--- config.mk ---
export PLATFORM = sky130hd
export DESIGN_NAME = parity_codec
export DESIGN_NICKNAME = d
export VERILOG_FILES = /design/src/rtl/parity_pkg.sv /design/src/rtl/parity_slice.sv /design/src/rtl/parity_codec.sv
export SDC_FILE = /design/constraint.sdc
export NUM_CORES = 1
export LEC_CHECK = 0
export BUFFER_PORTS_ARGS = -buffer_cell sky130_fd_sc_hd__buf_2
export CAP_MARGIN = 10
export CELL_PAD_IN_SITES_DETAIL_PLACEMENT = 1
export CELL_PAD_IN_SITES_GLOBAL_PLACEMENT = 1
export CORE_MARGIN = 5
export CORE_UTILIZATION = 30
export CTS_BUF_LIST = sky130_fd_sc_hd__clkbuf_4 sky130_fd_sc_hd__clkbuf_8
export CTS_CLUSTER_DIAMETER = 150
export DETAILED_ROUTE_END_ITERATION = 6
export GPL_TIMING_DRIVEN = 0
export PLACE_DENSITY_LB_ADDON = 0.1
export SYNTH_ARGS = -nofsm -noshare
export SYNTH_HDL_FRONTEND = slang
export SYNTH_SLANG_ARGS = --single-unit
export TNS_END_PERCENT = 10
--- constraint.sdc ---
create_clock -name clk -period 3.1 [get_ports clk]
set_input_delay 0.31 -clock clk [delete_from_list [all_inputs] [get_ports clk]]
set_output_delay 0.31 -clock clk [all_outputs]
set_load 0.01 [all_outputs]
--- src/rtl/parity_pkg.sv ---
// parity_pkg
//   Shared constants for the parity codec slice.
//   PARITY_EVEN / PARITY_ODD : values of odd_mode selecting the parity sense.
//   PARITY_BIT               : position of the parity bit in a coded word.
package parity_pkg;

    localparam logic        PARITY_EVEN = 1'b0;
    localparam logic        PARITY_ODD  = 1'b1;
    localparam int unsigned PARITY_BIT  = 0;

endpackage

--- src/rtl/parity_slice.sv ---
// parity_slice
//   One-entry valid/ready register slice, WIDTH_S bits wide.
//   clk_i, rst_i            : clock, synchronous active-high reset
//   in_data_i/in_valid_i    : upstream word and valid
//   in_ready_o              : slice can accept (empty, or draining this cycle)
//   out_data_o/out_valid_o  : registered word and valid
//   out_ready_i             : downstream accepts
module parity_slice #(
    parameter int unsigned WIDTH_S = 6
) (
    input  logic               clk_i,
    input  logic               rst_i,
    input  logic [WIDTH_S-1:0] in_data_i,
    input  logic               in_valid_i,
    output logic               in_ready_o,
    output logic [WIDTH_S-1:0] out_data_o,
    output logic               out_valid_o,
    input  logic               out_ready_i
);

    logic [WIDTH_S-1:0] data_q;
    logic               valid_q;

    // Ready reads high throughout reset; anything offered then is dropped
    // because the reset branch below takes priority over the load.
    assign in_ready_o = rst_i | ~valid_q | out_ready_i;

    always_ff @(posedge clk_i) begin
        if (rst_i) begin
            data_q  <= '0;
            valid_q <= 1'b0;
        end else if (in_valid_i && in_ready_o) begin
            data_q  <= in_data_i;
            valid_q <= 1'b1;
        end else if (out_ready_i) begin
            valid_q <= 1'b0;
        end
    end

    assign out_data_o  = data_q;
    assign out_valid_o = valid_q;

endmodule

--- src/rtl/parity_codec.sv ---
// parity_codec
//   Parity generator (WIDTH -> WIDTH+1) and checker (WIDTH+1 -> WIDTH + err),
//   each behind a one-entry register slice, plus a saturating error counter.
//   clk, rst                        : clock, synchronous active-high reset
//   odd_mode                        : 0 even / 1 odd parity, sampled per accept
//   gen_in_*  / gen_out_*           : generate path in/out handshakes
//   chk_in_*  / chk_out_*           : check path in/out handshakes
//   err_clr                         : synchronous clear of err_count
//   err_count                       : saturating count of erroneous accepts
module parity_codec
    import parity_pkg::*;
#(
    parameter int unsigned WIDTH = 5,
    parameter int unsigned CNT_W = 8
) (
    input  logic             clk,
    input  logic             rst,
    input  logic             odd_mode,
    input  logic [WIDTH-1:0] gen_in_data,
    input  logic             gen_in_valid,
    output logic             gen_in_ready,
    output logic [WIDTH:0]   gen_out_data,
    output logic             gen_out_valid,
    input  logic             gen_out_ready,
    input  logic [WIDTH:0]   chk_in_data,
    input  logic             chk_in_valid,
    output logic             chk_in_ready,
    output logic [WIDTH-1:0] chk_out_data,
    output logic             chk_out_err,
    output logic             chk_out_valid,
    input  logic             chk_out_ready,
    input  logic             err_clr,
    output logic [CNT_W-1:0] err_count
);

    logic             mode_odd;
    logic [WIDTH:0]   gen_word;
    logic             chk_err;
    logic [WIDTH:0]   chk_word;
    logic [WIDTH:0]   chk_word_q;
    logic             chk_acc;
    logic [CNT_W-1:0] err_cnt_q;
    logic [CNT_W-1:0] err_cnt_d;

    assign mode_odd = (odd_mode == PARITY_ODD);

    always_comb begin
        gen_word             = {gen_in_data, 1'b0};
        gen_word[PARITY_BIT] = ^gen_in_data ^ mode_odd;
    end

    // XOR spans payload and received parity bit: nonzero means a mismatch.
    assign chk_err  = ^chk_in_data ^ mode_odd;
    assign chk_word = {chk_in_data[WIDTH:1], chk_err};

    parity_slice #(.WIDTH_S(WIDTH + 1)) u_gen_slice (
        .clk_i      (clk),
        .rst_i      (rst),
        .in_data_i  (gen_word),
        .in_valid_i (gen_in_valid),
        .in_ready_o (gen_in_ready),
        .out_data_o (gen_out_data),
        .out_valid_o(gen_out_valid),
        .out_ready_i(gen_out_ready)
    );

    parity_slice #(.WIDTH_S(WIDTH + 1)) u_chk_slice (
        .clk_i      (clk),
        .rst_i      (rst),
        .in_data_i  (chk_word),
        .in_valid_i (chk_in_valid),
        .in_ready_o (chk_in_ready),
        .out_data_o (chk_word_q),
        .out_valid_o(chk_out_valid),
        .out_ready_i(chk_out_ready)
    );

    assign chk_out_data = chk_word_q[WIDTH:1];
    assign chk_out_err  = chk_word_q[0];

    assign chk_acc = chk_in_valid & chk_in_ready;

    // Clear is applied first so clear + erroneous accept yields 1.
    always_comb begin
        err_cnt_d = err_clr ? '0 : err_cnt_q;
        if (chk_acc && chk_err && (err_cnt_d != '1)) begin
            err_cnt_d = err_cnt_d + CNT_W'(1);
        end
    end

    always_ff @(posedge clk) begin
        if (rst) begin
            err_cnt_q <= '0;
        end else begin
            err_cnt_q <= err_cnt_d;
        end
    end

    assign err_count = err_cnt_q;

endmodule
==> impl_results.md, run 1 <==
- Crit Reg-Reg Endpoint: err_count[5]
- Mux cell area share after synthesis: under 10%
- Placed Area: about 1400 µm²
- Hold path startpoint: chk_in_data[2]
- Root Buffer: clkbuf_8
- Tcrit/Tclk final: between 70% and 80%
- Rows: 22
- Layout area overhead: 28.1%
- Worst skew pair latency: 0.26 ns
- Final core utilization: between 30 and 40%
- CP Data Arrival Time: roughly 2.4 ns
- Design Power: 664 µW
- Routability cong.: ~0.75
- Crit path time final: roughly 2.2 ns
- Switch share: 28.1%
- Startpoint class of the critical path: input port
- Seq/Total Area, Yosys: 39.2%
- Maximum clock rate: around 450 MHz
- Synth Cell Area: roughly 1100 µm²
- Slew Viols, Final: 0
- Critical path peak fanout: 10
- Status: complete, no violations
- Antenna violation net count after detailed routing: 0
- Max-cap violations: 0
- Xor/xnor share of the synthesized area: ~13%
- Hold Slack: slightly above 0.3 ns
- First-pass GRT wire length: about 5200 µm
- Post-Route WL: roughly 3200 µm
- YS warnings: 0
- R2r setup slk: 0.88 ns
- Full die area: 5060 µm²
- Cts bufs inserted: 3
- Post-Synth Simple-Gate Area: around 23%
- Storage cell area: between 400 and 500 µm²
- Via Count: 1126
- Port bufs: 40
- Area leader, netlist: dfxtp_1
- Iteration-0 DRC count of the detailed router: 38
- Setup_tns: 0 ns
- Ys flop type: dfxtp_1
- Hold buffer count at CTS: 0
- GRT Overall Usage: 12.8%
- Clk sinks: 22
- Reg2reg start: err_count[0]
- Vias per cell: 5.17
- Clk pin slew, worst setup/hold paths: 0.08 ns
- Average size of a mapped cell: 8.91 µm²
- Die width: about 70 µm
- Largest net degree at the start of global routing: 13
- Synth Net Count: ~150
- Slew headroom: roughly 50%
- Worst slack at placement: roughly 0.62 ns
- Compound-Gate Fraction of Synth Area: between 10% and 20%
- Leak: between 0.6 and 0.7 nW
- Final setup viols: 0
- Drt drc: 0
- Initial Utilization: between 30 and 40%
- Final worst slack: 0.863 ns
- WS Path Type: input port to register
- Power Internal: approximately 480 µW
- Vias in the first global route: approximately 1.1k
- DRT Pass-1 Iters: 4
- N_diodes: 0
- Placeable Area: around 3600 µm²
- Adder-Cell Fraction of Synth Area: 1.11%
- Top-level port count: 43
- Top post-synthesis cells by area: dfxtp_1 (39%), a21oi_1 (7.1%), nand2_1 (5.7%)
- Gate Count Post-Synth: 126
- Cells on worst reg2reg path: 6
- Power Dens Cells: roughly 460 nW/µm²
- RSZ-0062 raised after global routing: no
- Setup crit end kind: register
- Non-filler cells, final: around 220
- Die span in y: roughly 71 µm
- Drt wl/cell: about 15 µm
- Final-layout fill cell count: ~480
- Ys async rst share: 0%
- Critical Path RT: approximately 3.3 ns
- Placed Cells incl. Taps: ~210
- Share of cells above drive strength 1: ~31%
- Yosys cell types: around 40
- Final Hold Vio Count: 0
- DP Wirelength: ~2500 µm
- CTS H-tree lvls: 1
- Total global routing overflow: 0
- Clk network pwr share: a little under a third
- Maximum VDD drop: roughly 0.16 mV
- Gate power share: between 20 and 25%
- Least-Margin Pin Slew: between 0.7 and 0.8 ns
- Hold Path End: u_chk_slice.out_data_o[2]
- CTS resizes: 0
- Initial antenna violation count: 0
- Post-synth EDFFs: 0
- Clock Path Buffers: 2
- CTS tree: yes
- Area of the multi-input gates: 638 µm²
- Final instance area: about 1400 µm²
- Worst Clk Skew: 0.00288 ns
- # nets final: about 190
- #FFs+latches synth: 22
- Largest family of logic cells by synthesized area: simple AND/OR/NAND/NOR gates
- Setup bufs post-CTS: 0
- Min-Delay Path Class: input port to register
- Psw: between 150 and 200 µW
- Hold path cells: 3
- Sequential Power Share: between 40% and 50%
- Yosys top cell area share: about two fifths
critical path, stage by stage:
cell	delay, ns
buf_2	0.10
clkbuf_1	0.21
nor2b_1	0.23
ha_1	0.28
nand4_1	0.17
o211ai_1	0.65
nor3_1	0.13
mux2_2	0.31
power groups by stage:
stage               Sequential [mW]  Combinational (mW)  Clock [mW]
floorplan                     0.319              0.0878           0
global placement              0.311               0.144           0
detailed placement            0.313               0.149           0
CTS                           0.306               0.150       0.220
global route                  0.308               0.162       0.227
finish                        0.306               0.147       0.212
state kept, by name, summed over array words and instances (netlist names):
register and cells:
u_gen_slice.out_valid_o 1, err_count 8, u_gen_slice.out_data_o 6, u_chk_slice.out_data_o 6, u_chk_slice.out_valid_o 1
cells in the mapped netlist, types with 2 or more instances:
master / count
a21oi_1: 16
a311oi_1: 2
buf_2: 2
clkbuf_1: 4
dfxtp_1: 22
inv_1: 4
mux2i_1: 2
nand2_1: 17
nand3_1: 11
nand4_1: 2
nand4b_1: 2
nor2_1: 3
nor2b_1: 2
nor3_1: 2
o211ai_1: 2
o21ai_0: 2
or3_1: 2
or3b_2: 2
xnor2_1: 5
logic make-up (layout without fill, tap and decap cells):
| kind of cell | after synthesis | in the layout |
|---|---|---|
| buffers and inverters | 11 | 55 |
| adders and majority gates | 1 | 1 |
| DFF | 22 | 22 |
| xor gates and xnor gates | 10 | 10 |
| muxes | 3 | 3 |
| AOI/OAI and AO/OA | 30 | 30 |
| and+or+nand+nor | 49 | 49 |
area by class of cell:
cell class / instances / share of cell area, %
tap: 48 / 4.18
buffer: 7 / 2.00
timing repair buffer: 40 / 13.9
clock buffer: 4 / 3.83
multi-input combinational: 93 / 44.4
inverter: 4 / 1.04
sequential: 22 / 30.6
metal layers:
metal	vias up	global-route usage (%)	routed length, µm
met1	556	15.4	1380
met2	25	22.7	1700
li1	543	-	-
met3	2	2.98	143
met4	0	3.13	17
met5	-	0	0
how the worst max path moves through the flow:
stage	startpoint	endpoint	slack, ns
6_report	err_clr	err_count[5]	0.86
5_1_grt	err_count[0]	err_count[5]	0.61
4_1_cts	err_count[0]	err_count[5]	0.90
3_5_place_dp	err_clr	err_count[5]	0.62
3_3_place_gp	err_clr	err_count[5]	0.76
2_1_floorplan	err_clr	err_count[5]	1.24
cell usage in the layout (no fill, tap or decap), types with 2 or more instances in the layout:
master and instances:
nand3_1 11, nand4b_1 2, mux2i_1 2, dfxtp_1 22, clkbuf_1 4, o21ai_0 2, a311oi_1 2, clkbuf_8 4
nor3_1 2, a21oi_1 16, or3b_2 2, xnor2_1 5, buf_2 42, or3_1 2, nor2_1 3, nor2b_1 2
nand4_1 2, o211ai_1 2, inv_1 4, nand2_1 17
Note: power is estimated with default switching activity, not from simulation.
==> inputs of run 2 (changes only) <==
==> constraint.sdc (replaced) <==
create_clock -name clk -period 2 [get_ports clk]
set_input_delay 0.2 -clock clk [delete_from_list [all_inputs] [get_ports clk]]
set_output_delay 0.2 -clock clk [all_outputs]
set_load 0.01 [all_outputs]
==> run 2 against run 1 <==
  * Die area is the same
  * Wire length rose by 1.0%
  * Sequential power grew 55%
  * Combinational power up 58%
  * Critical path depth did not move
  * Register-to-register slack lost 0.78 ns
  * Hold slack worse by 0.11 ns
  * First-iteration DRC count is 11% lower
  * Clock power is 55% higher
  * Sequential share of layout area is 0.69 points lower
  * Largest cell class unchanged
==> impl_results.md, run 2 (synthesis results as in run 1) <==
- Status: complete, no violations
- Crit path time final: 1.90 ns
- # nets final: slightly below 200
- Cell mode on critical path: buf_4
- Die span in y: 71.2 µm
- DP Wirelength: around 2500 µm
- Clock Path Buffers: 2
- R2r setup slk: 0.1 ns
- GRT Overall Usage: 12.7%
- Drt drc: 0
- Worst Clk Skew: 0.00139 ns
- Rows: 22
- DRT Pass-1 Iters: 4
- Largest net degree at the start of global routing: 13
- WS Path Type: register to register
- CTS tree: yes
- Setup crit end kind: register
- Maximum VDD drop: approximately 0.24 mV
- CTS H-tree lvls: 1
- Storage cell area: 442 µm²
- Least-Margin Pin Slew: roughly 0.53 ns
- Cells on worst reg2reg path: 8
- Most frequent cells in the layout: buf_2 (42), dfxtp_1 (21), nand2_1 (17)
- Drt wl/cell: ~15 µm
- Slowest CP cell: or4_1
- Full die area: 5060 µm²
- Cts bufs inserted: 3
- Final instance area: 1480 µm²
- Final-layout fill cell count: roughly 480
- Startpoint class of the critical path: register
- WP buf/inv: 2
- Worst Setup SP: err_count[0]
- Leak: 0.673 nW
- Tcrit/Tclk final: 95.2%
- Top-level port count: 43
- Iteration-0 DRC count of the detailed router: 34
- Share of cells above drive strength 1: between 30% and 40%
- Initial Utilization: 30.9%
- RSZ-0062 raised after global routing: no
- Routability cong.: ~0.75
- Layout area overhead: 31.4%
- Final setup viols: 0
- Levels on crit path: 8
- Reg2reg start: err_count[0]
- Clk sinks: 22
- Most common cell after layout, fill and taps aside: buf_2
- Initial antenna violation count: 0
- Number of flip-flops in the largest register: 8
- Crit-path leading delay family: simple AND/OR/NAND/NOR gates
- Placeable Area: between 3000 and 4000 µm²
- Crit Reg-Reg Endpoint: err_count[7]
- Clk pin slew, worst setup/hold paths: about 0.080 ns
- CP cell instances: nor2b_1 > ha_2 > nand4_1 > o211ai_1 > buf_4 > buf_4 > or4_1 > a21boi_1
- End of the critical path: err_count[7]
- Critical Path RT: 2.20 ns
- Area of the multi-input gates: 641 µm²
- Vias per cell: 5.14
- Final Hold Vio Count: 0
- Min-Delay Path Class: input port to register
- Critical path peak fanout: 6
- Setup_tns: 0 ns
- Power Dens Cells: 701 nW/µm²
- Placed Area: approximately 1400 µm²
- First-pass GRT wire length: around 5200 µm
- N_diodes: 0
- Antenna violation net count after detailed routing: 0
- Slew Viols, Final: 0
- Die width: slightly above 70 µm
- Hold buffer count at CTS: 0
- Via Count: about 1.1k
- Vias in the first global route: about 1.1k
- Slew headroom: about 65%
- Worst skew pair latency: around 0.26 ns
- Root Buffer: clkbuf_8
- Total global routing overflow: 0
- Maximum clock rate: approximately 530 MHz
- Post-Route WL: about 3300 µm
- CP Data Arrival Time: roughly 2.1 ns
- Slowest Stage Delay on Critical Path: approximately 0.46 ns
- Max-cap violations: 0
- Port bufs: 40
-- run 2: layer usage --
metal	vias to the layer above	share of wire (%)	GRT usage [%]	routed length, µm
met5	-	0	0	0
met4	0	0.52	3.13	17
met3	2	4.4	2.98	143
met2	25	52	23.3	1710
met1	559	43	14.7	1400
li1	554	-	-	-
-- run 2: power by group --
part           internal [mW]  switching, mW
sequential             0.462         0.0122
clock                  0.176          0.152
combinational          0.106          0.126
-- run 2: worst min-delay path by stage --
stage,start,slack [ns],cells after the start,end
2_1_floorplan,chk_in_data[1],0.35,2,u_chk_slice.out_data_o[1]
4_1_cts,gen_in_data[4],0.19,3,u_gen_slice.out_data_o[5]
3_5_place_dp,u_chk_slice.out_data_o[2],0.45,2,u_chk_slice.out_data_o[2]
3_3_place_gp,u_chk_slice.out_data_o[2],0.44,2,u_chk_slice.out_data_o[2]
6_report,chk_in_data[2],0.20,3,u_chk_slice.out_data_o[2]
5_1_grt,gen_in_data[4],0.20,3,u_gen_slice.out_data_o[5]
-- run 2: timing repair --
action                                  in CTS  in global routing
pin swaps                                    1                  1
setup buffers                                2                  3
endpoints found under the setup margin       5                  4
resized for setup                            0                  2
-- run 2: stage by stage --
| stage | hold slack, ns | total power [mW] | instances | utilization [%] | setup WS (ns) |
|---|---|---|---|---|---|
| 6_report | 0.198 | 1.03 | 222 | 40.6 | 0.0957 |
| 2_1_floorplan | 0.348 | 0.630 | 126 | - | 0.230 |
| 3_5_place_dp | 0.448 | 0.715 | 214 | 38.1 | -0.371 |
| 4_1_cts | 0.194 | 1.05 | 220 | 40.0 | 0.0160 |
| 3_3_place_gp | 0.439 | 0.706 | 214 | 38.1 | -0.226 |
| 5_1_grt | 0.198 | 1.09 | 222 | 40.6 | 0.000154 |
-- run 2: worst register-to-register path, delay by kind of cell (launching register included) --
kind                       cells  cell delay (ns)
buffers and inverters          2             0.31
DFF                            1             0.34
and+or+nand+nor                3             0.73
adders and majority gates      1             0.21
AOI/OAI and AO/OA              2             0.25
-- run 2: layout make-up --
class / count / area share [%]
Inverter: 4 / 1.02
Sequential cell: 22 / 29.9
Multi-Input combinational cell: 93 / 43.4
Tap cell: 48 / 4.07
Timing Repair Buffer: 45 / 16.1
Buffer: 6 / 1.70
Clock buffer: 4 / 3.73
